<file path="config.mk">
export PLATFORM = sky130hd
export DESIGN_NAME = vga_pixel_mixer
export DESIGN_NICKNAME = d
export VERILOG_FILES = /design/src/rtl/vga_pixel_mixer.sv
export SDC_FILE = /design/constraint.sdc
export NUM_CORES = 1
export LEC_CHECK = 0
export BUFFER_PORTS_ARGS = -buffer_cell sky130_fd_sc_hd__buf_4
export CAP_MARGIN = 0
export CORE_MARGIN = 8
export CORE_UTILIZATION = 50
export DETAILED_ROUTE_END_ITERATION = 10
export PLACE_DENSITY_LB_ADDON = 0.2
export REMOVE_ABC_BUFFERS = 1
export SETUP_SLACK_MARGIN = 0.3
export SLEW_MARGIN = 20
export SYNTH_ARGS = -nofsm -noshare
export SYNTH_HDL_FRONTEND = slang
export SYNTH_SLANG_ARGS = --single-unit
export TNS_END_PERCENT = 50
</file>
<file path="constraint.sdc">
create_clock -name clock_25 -period 3.3 [get_ports clock_25]
set_input_delay 0.165 -clock clock_25 [delete_from_list [all_inputs] [get_ports clock_25]]
set_output_delay 0.165 -clock clock_25 [all_outputs]
set_load 0.01 [all_outputs]
</file>
<file path="src/rtl/vga_pixel_mixer.sv">
// vga_pixel_mixer
// Colour stage between the VGA timing / game logic and the DAC. Each pixel
// is black during blanking, a palette colour for game pixels, or a
// monochrome ROM pixel (optionally inverted). One palette code can blink
// from a free-running half-period counter. Two registered stages on
// clock_25. Reset is synchronous and active-low.
module vga_pixel_mixer #(
  parameter int COLOR_BITS = 10,
  parameter int CODE_BITS  = 2,
  parameter int BLINK_HALF = 12500000,
  parameter int BLINK_CODE = 2
) (
  input  logic                      clock_25,
  input  logic                      resetn,
  input  logic                      display_area,
  input  logic                      game_enable,
  input  logic [CODE_BITS-1:0]      game_data,
  input  logic                      datarom,
  input  logic                      text_invert,
  input  logic                      blink_en,
  input  logic                      pal_we,
  input  logic [CODE_BITS-1:0]      pal_addr,
  input  logic [3*COLOR_BITS-1:0]   pal_rgb,
  output logic [COLOR_BITS-1:0]     red,
  output logic [COLOR_BITS-1:0]     green,
  output logic [COLOR_BITS-1:0]     blue,
  output logic                      video_active
);

  localparam int PAL_DEPTH = 1 << CODE_BITS;
  localparam int RGB_W     = 3 * COLOR_BITS;
  // A one-cycle half period still needs a one-bit counter.
  localparam int CNT_W     = (BLINK_HALF > 1) ? $clog2(BLINK_HALF) : 1;
  localparam logic [CNT_W-1:0]     CNT_LAST  = CNT_W'(BLINK_HALF - 1);
  localparam logic [CODE_BITS-1:0] BLINK_SEL = CODE_BITS'(BLINK_CODE);

  // Reset colour of palette entry idx: black, green, red, white, then black.
  function automatic logic [RGB_W-1:0] pal_default(input int idx);
    logic [COLOR_BITS-1:0] m;
    logic [COLOR_BITS-1:0] z;
    logic [RGB_W-1:0]      v;
    m = '1;
    z = '0;
    case (idx)
      32'sd0:  v = {z, z, z};
      32'sd1:  v = {z, m, z};
      32'sd2:  v = {m, z, z};
      32'sd3:  v = {m, m, m};
      default: v = {z, z, z};
    endcase
    return v;
  endfunction

  // Run-time writable palette.
  logic [RGB_W-1:0]     r_pal [PAL_DEPTH];

  // Blink generator state.
  logic [CNT_W-1:0]     r_blink_cnt;
  logic                 r_blink_phase;

  // Stage-1 pipeline registers.
  logic                 r_s1_display;
  logic                 r_s1_game;
  logic [CODE_BITS-1:0] r_s1_code;
  logic                 r_s1_rom;
  logic                 r_s1_invert;
  logic                 r_s1_blink;

  // Stage-2 (output) registers.
  logic [COLOR_BITS-1:0] r_red;
  logic [COLOR_BITS-1:0] r_green;
  logic [COLOR_BITS-1:0] r_blue;
  logic                  r_video_active;

  // Combinational stage-2 colour selection.
  logic                 w_blink_hit;
  logic [CODE_BITS-1:0] w_pal_idx;
  logic [RGB_W-1:0]     w_rgb;

  // Palette storage: defaults on reset, otherwise one write per cycle.
  always_ff @(posedge clock_25) begin
    if (!resetn) begin
      for (int i = 0; i < PAL_DEPTH; i++) begin
        r_pal[i] <= pal_default(i);
      end
    end else if (pal_we) begin
      r_pal[pal_addr] <= pal_rgb;
    end
  end

  // Free-running blink counter; the phase flips each time it wraps.
  always_ff @(posedge clock_25) begin
    if (!resetn) begin
      r_blink_cnt   <= '0;
      r_blink_phase <= 1'b0;
    end else if (r_blink_cnt == CNT_LAST) begin
      r_blink_cnt   <= '0;
      r_blink_phase <= ~r_blink_phase;
    end else begin
      r_blink_cnt   <= r_blink_cnt + CNT_W'(1);
      r_blink_phase <= r_blink_phase;
    end
  end

  // Blink applies only to the selected code, while enabled, in the "off" phase.
  always_comb begin
    w_blink_hit = 1'b0;
    if (blink_en && r_blink_phase && (game_data == BLINK_SEL)) begin
      w_blink_hit = 1'b1;
    end else begin
      w_blink_hit = 1'b0;
    end
  end

  // Stage 1: capture pixel attributes and the gated blink flag.
  always_ff @(posedge clock_25) begin
    if (!resetn) begin
      r_s1_display <= 1'b0;
      r_s1_game    <= 1'b0;
      r_s1_code    <= '0;
      r_s1_rom     <= 1'b0;
      r_s1_invert  <= 1'b0;
      r_s1_blink   <= 1'b0;
    end else begin
      r_s1_display <= display_area;
      r_s1_game    <= game_enable;
      r_s1_code    <= game_data;
      r_s1_rom     <= datarom;
      r_s1_invert  <= text_invert;
      r_s1_blink   <= w_blink_hit;
    end
  end

  // A blinking pixel shows palette entry 0 instead of its own code.
  always_comb begin
    w_pal_idx = r_s1_code;
    if (r_s1_blink) begin
      w_pal_idx = '0;
    end else begin
      w_pal_idx = r_s1_code;
    end
  end

  // Colour selection: blanking wins, then game palette, then ROM pixel.
  always_comb begin
    w_rgb = '0;
    if (!r_s1_display) begin
      w_rgb = '0;
    end else if (r_s1_game) begin
      w_rgb = r_pal[w_pal_idx];
    end else if (r_s1_rom ^ r_s1_invert) begin
      w_rgb = '1;
    end else begin
      w_rgb = '0;
    end
  end

  // Stage 2: register the DAC drive and the aligned active flag.
  always_ff @(posedge clock_25) begin
    if (!resetn) begin
      r_red          <= '0;
      r_green        <= '0;
      r_blue         <= '0;
      r_video_active <= 1'b0;
    end else begin
      r_red          <= w_rgb[3*COLOR_BITS-1:2*COLOR_BITS];
      r_green        <= w_rgb[2*COLOR_BITS-1:COLOR_BITS];
      r_blue         <= w_rgb[COLOR_BITS-1:0];
      r_video_active <= r_s1_display;
    end
  end

  assign red          = r_red;
  assign green        = r_green;
  assign blue         = r_blue;
  assign video_active = r_video_active;

endmodule

</file>
### Word-level counts from Yosys, hierarchy flattened

Memories as Yosys holds them, arrays and structs flattened.
Cells that the tools add are included.

* bitwise operators: 3
* equal/unequal tests: 2
* $add $sub $neg: 1
* multiplexer cells: 15
* reduce and logical (&&, ||, !) cells: 5

Operators by type and width (number)
* 30-bit two-way mux: 7
* 30-bit OR reduction: 1
* 24-bit by 1-bit adder with 24-bit output (second input constant): 1
* 24-bit == test (second input constant): 1
* 1-bit two-way mux: 6
* 2-bit two-way mux: 2
* 2-bit == test (second input constant): 1
* 1-bit logical AND: 2
* 1-bit inverter: 2
* 2-bit AND reduction: 1
* 2-bit OR reduction: 1
* 1-bit bitwise XOR: 1

* bits of input ports: 42
* logic and storage cells: 39
* register bits: 63
* memory bits (writable): 120
* memories kept: 1

Memories
* r_pal: words 4, bits a word 30, read ports 1, clocked after memory_dff 0, write ports 4, line 55 `logic [RGB_W-1:0] r_pal [PAL_DEPTH];`

### Logic depth before layout (Yosys ltp)

Gate-level depths: netlist of run 1.

* depth in word-level cells: 5
* mapped depth: 6

### Worst setup path after synthesis of run 1

OpenSTA, ideal clock, no wires.

* kind: input to register
* start point: input resetn
* end point: memory r_pal[2][0] (netlist bit) (enable)
* arrival time: 1.727 ns
* stages: 4
* path slack: 1.181 ns
* library setup time: 0.392 ns
* path through: nand2_1 -> nor3b_1 -> clkbuf_1 -> nand2b_1

RTL lines
* start, declared: line 14 `input logic resetn,`
* end, declared: line 55

### Worst setup path in the final report of run 1

* start point: register r_blink_cnt[4]
* end point: register r_blink_cnt[23]

* word-level cells in the longest chain between the ends: 2
* elaborated cells between the ends (all ways): 3
* classes of those cells: add/sub: 1; eq/ne: 1; reduce/logical: 1

Ends and longest elaborated chain
* start, declared: line 58 `logic [CNT_W-1:0] r_blink_cnt;`
* start signal, assigned: line 100 `r_blink_cnt <= r_blink_cnt + CNT_W'(1);`
* branches (longest 2 deep; another with 24-bit by 1-bit adder with 24-bit output)

Parallel ways; which one is timed is not known.
A chain may end at the register's enable or synchronous reset.

==> results of run 1 <==
## power by group through the flow
| stage | sequential [mW] | clock, mW | combinational (mW) |
|---|---|---|---|
| floorplan | 2.66 | 0 | 0.186 |
| global placement | 2.65 | 0 | 0.349 |
| detailed placement | 2.66 | 0 | 0.360 |
| CTS | 2.61 | 2.07 | 0.367 |
| global route | 2.62 | 2.16 | 0.395 |
| finish | 2.61 | 2.04 | 0.361 |
## through the flow
stage	hold slack, ps	setup WS [ps]	instances	util
final	19.3	1390	889	0.605
after global routing	7.17	1260	889	0.605
after CTS	0.121	1380	889	0.605
after global placement	345	1050	849	0.559
after detailed placement	347	976	850	0.561
after floorplan	237	-380	577	-
## flip-flops by register name (all words and copies together) (netlist names)
signal	count
blue	10
green	10
r_blink_cnt	24
r_blink_phase	1
r_pal	120
r_s1_blink	1
r_s1_code	2
r_s1_display	1
r_s1_game	1
r_s1_invert	1
r_s1_rom	1
red	10
video_active	1
## worst max path at each step
| stage | endpoint | slack [ps] | cells after the start |
|---|---|---|---|
| finish | r_blink_cnt[23] | 1390 | 4 |
| detailed placement | r_pal[0][17] | 980 | 5 |
| global placement | r_pal[0][17] | 1050 | 5 |
| CTS | r_blink_cnt[19] | 1380 | 4 |
| global route | r_blink_cnt[23] | 1260 | 4 |
| floorplan | blue[0] | -380 | 4 |
## layout by cell type (no fill, tap or decap), types with 3 or more instances in the layout
| cell type | netlist | final |
|---|---|---|
| nor2_1 | 20 | 19 |
| dfxtp_1 | 63 | 63 |
| dlygate4sd3_1 | 0 | 7 |
| mux2_2 | 30 | 30 |
| nor4_1 | 4 | 4 |
| buf_4 | 0 | 83 |
| and2_1 | 76 | 76 |
| a21oi_1 | 38 | 38 |
| nand4_1 | 9 | 9 |
| clkbuf_16 | 0 | 19 |
| nand2b_2 | 0 | 3 |
| xor2_1 | 7 | 7 |
| edfxtp_1 | 120 | 120 |
| nand2b_1 | 25 | 22 |
| o21ai_1 | 9 | 9 |
| or4_1 | 6 | 6 |
| clkbuf_1 | 35 | 6 |
| mux2i_1 | 30 | 30 |
| xnor2_1 | 8 | 8 |
| inv_1 | 4 | 3 |
| nand2_1 | 9 | 9 |
| o21ai_0 | 24 | 24 |
| o21a_1 | 30 | 30 |
| nand3_1 | 9 | 9 |
| or2_2 | 30 | 30 |
| or3_1 | 3 | 3 |
| o31ai_1 | 7 | 7 |
| and3_1 | 3 | 3 |
## cell families after synthesis
group,count (synthesis),synth area share
adders and majority gates,1,0.00163
DFF,183,0.633
AOI/OAI and AO/OA,109,0.0833
and+or+nand+nor,205,0.160
buffers and inverters,45,0.0226
muxes,60,0.0830
xor gates and xnor gates,15,0.0171
## per-layer routing
layer | vias to the layer above | routed length, µm | global-route usage
li1 | 2342 | - | -
met1 | 2446 | 7280 | 0.204
met2 | 111 | 8330 | 0.300
met3 | 19 | 786 | 0.0459
met4 | 0 | 234 | 0.0606
met5 | - | 0 | 0
## worst register-to-register path, cell delays in order, from the launching register on
cell and delay, ps:
dfxtp_1 470, nand3_2 160, or3_1 540, or4_1 520, a21oi_1 150
## what timing repair did
| action | in CTS | in global routing |
|---|---|---|
| hold buffers | 7 | 0 |
| buffers inserted | 0 | 0 |
| endpoints found under the hold margin | 7 | 0 |
| setup endpoints to repair | 0 | 0 |
## cell type report
cell class | instances | area, µm²
Sequential cell | 183 | 4860
Multi-Input combinational cell | 390 | 2680
Clock buffer | 26 | 512
Timing Repair Buffer | 92 | 733
Fill cell | 1213 | 5960
Tap cell | 188 | 235
Inverter | 4 | 15.0
Clock inverter | 6 | 85.1
==> flow_summary.yaml, run 1 <==
power_and_ir_drop:
  intPower_mw: 3.96
  p_sw_mw: 1.05
  pwr-share-clk: 0.407
  ir_worst_vdd_mv: 0.369
  p_leak_nw: 3.30
  power_density_nw_per_um2: 549
  sw_frac_of_total: 0.209
  pwr-share-seq: 0.521
  power.total_mw: 5.01
  pwr-share-comb: 0.072
clocking:
  cts_sinks: 183
  clk_latency_ps: 420
  cts_tree: "done"
  cts_buffer_depth: 2
  htreeDepth: 4
  ctsResizeCount: 0
  cts_buffers: 17
  clk_transition_reported_paths_ps: 60
  cts.root.buffer_cell: "clkbuf_16"
sta:
  setup_viol_count_final: 0
  fin_crit_sh: 0.580
  clock.fmax_mhz: 523
  finClkSkew_ps: 5.57
  slew_headroom: 0.372
  worstMarginPinSlew_ps: 942
  slew_violations: 0
  final_hold_viol_count: 0
  min_period_ps: 1910
  fin_tns_setup_ps: 0
  rsz0062_at_grt: "false"
worst_hold_path:
  holdCritStartpoint: "pal_rgb[28]"
  hold_depth: 2
  hold_class: "input pin to flip-flop"
  hold_end: "r_pal[2][28]"
synth:
  synthDominantCellAreaShare: 0.469
  synth_cell_type_count: 36
  netlist_area_um2: 7690
  synth-seq-area-share: 0.633
  ys_ff_latch: 183
  postSynthCellCount: 618
  synth_top_flop_cell: "edfxtp_1"
  yosys-top-cells-area: "edfxtp_1 47%, dfxtp_1 16%, and2_1 6.2%"
  synth_most_common_cell: "edfxtp_1"
  syn_avg_cell_area_um2: 12.4
  synthTopCellsByCount: "120 x edfxtp_1, 76 x and2_1, 63 x dfxtp_1, 38 x a21oi_1, 35 x clkbuf_1"
  synth_edf_count: 120
  ys_warn_count: 0
  yosys.area.top_type: "edfxtp_1"
  ys_async_sr_fraction: 0
worst_setup_path:
  critical_path.startpoint_type: "flip-flop"
  crit_arrival_ps: 2270
  path_class: "flip-flop to flip-flop"
  r2r_end: "r_blink_cnt[23]"
  worst-path-buf-inv: 0
  slowest_delay_ps: 540
  critPathMaxFanout: 9
  endpoint_kind: "flip-flop"
  r2r_start: "r_blink_cnt[4]"
  reg2reg_depth: 4
  cpMaxStageDelayCell: "or3_1"
  crit_path_start: "r_blink_cnt[4]"
  worstPathCellList: "nand3_2 > or3_1 > or4_1 > a21oi_1"
  critPathTopFamily: "simple AND/OR/NAND/NOR gates"
  rrSetupSlack_ps: 1390
  cp_data_required_time_ps: 3650
placed_design:
  gp_congestion: 0.787
  dp_hpwl_mm: 10.2
  placed_cell_area_um2: 8460
  io_buffers: 72
floorplanning:
  num_io_pins: 73
  initial_core_util: 0.509
  die_h_um: 140
  die_width_um: 140
  row_count: 45
  die_area_um2: 19600
  coreArea_um2: 15100
run:
  cap_violations: 0
finish:
  post-route-cell-area_um2: 9130
  syn_to_final_growth_pct: 18.7
  fin_nets: 731
  antenna_cells: 0
  drive_gt1_frac: 0.262
drt:
  routedWlPerCell_um: 18.7
  vias_per_cell: 5.53
  ant_nets: 0
  wirelength_mm: 16.6
  drt_iter0_drc: 318
  dr.pass1.iters: 5
  drcViolationCount: 0
  via_count: 4918
global_routing:
  antenna_found_initial: 0
  grt_pass1_wl_mm: 26.6
  grt_usage: 0.173
  grt_pass1_vias: 5109
  grt_max_degree: 34
  grt_overflow: 0
run_status:
  outcome: "completed"
No activity file was read; power rests on OpenSTA's default activity.
==> run 2: changes to the inputs <==
--- a/config.mk
+++ b/config.mk
@@ -5,6 +5,7 @@
 export SDC_FILE = /design/constraint.sdc
 export NUM_CORES = 1
 export LEC_CHECK = 0
+export ABC_AREA = 1
 export BUFFER_PORTS_ARGS = -buffer_cell sky130_fd_sc_hd__buf_4
 export CAP_MARGIN = 0
 export CORE_MARGIN = 8
==> constraint.sdc (replaced) <==
create_clock -name clock_25 -period 1.8 [get_ports clock_25]
set_input_delay 0.09 -clock clock_25 [delete_from_list [all_inputs] [get_ports clock_25]]
set_output_delay 0.09 -clock clock_25 [all_outputs]
set_load 0.01 [all_outputs]
==> flow_summary.yaml, run 2 <==
floorplanning:
  num_io_pins: 73
  die_width_um: 142
  row_count: 46
  initial_core_util: 0.503
  coreArea_um2: 15700
  die_h_um: 142
  die_area_um2: 20000
finish:
  mostFrequentLayoutCells: "199 x nand2_1, 152 x nor2_1, 122 x inv_1"
  num-fill-cells: 1348
  regMostFlops: "r_pal"
  fin_nets: 1050
  largestRegisters: "r_pal: 120 flops, r_blink_cnt: 24 flops"
  drive_gt1_frac: 0.160
  antenna_cells: 0
  stdcell_count: 1236
  largest_reg_flops: 120
  layout_commonest_cell: "nand2_1"
  syn_to_final_growth_pct: 25.8
power_and_ir_drop:
  power_density_nw_per_um2: 945
  p_leak_nw: 4.21
  ir_worst_vdd_mv: 0.625
  power.total_mw: 9.37
worst_hold_path:
  hold_class: "input pin to flip-flop"
synth:
  synth_cell_type_count: 27
  syn_avg_cell_area_um2: 8.88
  netlist_area_um2: 7880
  synthDominantCellAreaShare: 0.457
  synth_edf_count: 120
  ys_ff_latch: 183
  yosys.area.top_type: "edfxtp_1"
  postSynthCellCount: 887
  synth_most_common_cell: "nand2_1"
  synthTopCellsByCount: "204 x nand2_1, 155 x nor2_1, 122 x inv_1, 120 x edfxtp_1, 63 x dfxtp_1"
  synth_top_flop_cell: "edfxtp_1"
  ys_warn_count: 0
  yosys-top-cells-area: "edfxtp_1 46%, dfxtp_1 16%, nand2_1 9.7%"
  ys_async_sr_fraction: 0
  synth-seq-area-share: 0.618
clocking:
  clk_latency_ps: 430
  clk_transition_reported_paths_ps: 60
  cts_buffer_depth: 2
  cts.root.buffer_cell: "clkbuf_16"
  cts_tree: "done"
  htreeDepth: 4
  cts_buffers: 17
  cts_sinks: 183
run:
  cap_violations: 0
worst_setup_path:
  rrSetupSlack_ps: 330
  crit_arrival_ps: 1780
  cp_data_required_time_ps: 2120
  endpoint_kind: "flip-flop"
  critical_path.startpoint_type: "flip-flop"
  critPathMaxFanout: 7
  path_class: "flip-flop to flip-flop"
sta:
  fin_crit_sh: 0.815
  min_period_ps: 1470
  finClkSkew_ps: 7.40
  final_hold_viol_count: 0
  setup_viol_count_final: 0
  clock.fmax_mhz: 682
  slew_headroom: 0.567
  slew_violations: 0
  worstMarginPinSlew_ps: 646
  setup_slack_ps: 333
  rsz0062_at_grt: "true"
global_routing:
  grt_usage: 0.181
  grt_overflow: 0
  grt_max_degree: 61
  grt_pass1_vias: 5740
  grt_pass1_wl_mm: 28.1
  antenna_found_initial: 0
drt:
  drt_iter0_drc: 511
  drcViolationCount: 0
  vias_per_cell: 4.93
  routedWlPerCell_um: 14.9
  ant_nets: 0
  wirelength_mm: 18.4
  via_count: 6090
  dr.pass1.iters: 5
placed_design:
  pre_cts_ws_ps: 258
  placed_cells_incl_taps: 1157
  dp_hpwl_mm: 11.1
  gp_congestion: 0.831
  io_buffers: 72
run_status:
  outcome: "completed"
[run 2: area by class of cell]
type,instances,area (µm²),area share
sequential,183,4870,0.491
multi-input combinational,542,2490,0.251
timing repair buffer,138,1210,0.122
inverter,125,469,0.0473
clock buffer,17,425,0.0429
tap,216,270,0.0273
clock inverter,15,179,0.0181
[run 2: cells by family (layout without fill, tap and decap cells)]
group / Yosys count / after routing / share of synthesized area
buf+inv: 166 / 295 / 0.0847
simple gates: 426 / 429 / 0.220
xor+xnor: 12 / 12 / 0.0133
fa+ha+maj: 1 / 1 / 0.00159
flops: 183 / 183 / 0.618
compound gates: 99 / 100 / 0.0632
[run 2: timing repair]
action                                 in CTS  in global routing
gates cloned                                0                  4
setup buffers                               0                  3
setup endpoints to repair                  22                 53
pin swaps                                   0                 11
resized for setup                           1                 16
hold buffers                               40                  0
endpoints found under the hold margin      62                  0
[run 2: worst paths after layout]
check,from,endpoint,cells after the start
max,r_blink_cnt[1],r_blink_cnt[3],7
min,resetn,r_s1_display,3
max reg2reg,r_blink_cnt[1],r_blink_cnt[3],7
min reg2reg,r_blink_cnt[0],r_blink_cnt[0],1
[run 2: stage by stage]
step / utilization / setup TNS [ps] / cell area [µm²] / hold WS [ps]
after global placement: 0.560 / 0 / 8760 / 278
final: 0.633 / 0 / 9910 / 63.6
after CTS: 0.625 / 0 / 9780 / 0.645
after detailed placement: 0.560 / 0 / 8760 / 277
after global routing: 0.633 / 0 / 9910 / 75.0
after floorplan: - / -40420 / 7680 / 167
[run 2: where the power goes]
group	internal (mW)	total, mW	switching [mW]
combinational	0.331	0.829	0.499
clock	2.19	3.75	1.56
sequential	4.72	4.79	0.0693
total	7.24	9.37	2.13
[run 2: metal layers]
metal	wire length, µm	part of all wire	track usage	vias up
met5	0	0	0	-
met4	324	0.018	0.0712	0
met3	1400	0.076	0.0380	30
met2	9050	0.49	0.316	208
met1	7580	0.41	0.214	2796
li1	-	-	-	3056
[run 2: critical path: stages (launching register included)]
cell,delay (ps)
dfxtp_2,360
ha_4,160
nand2_4,60
nor2_4,170
nand2_4,80
nand3b_4,290
nand2_4,180
a21oi_1,60
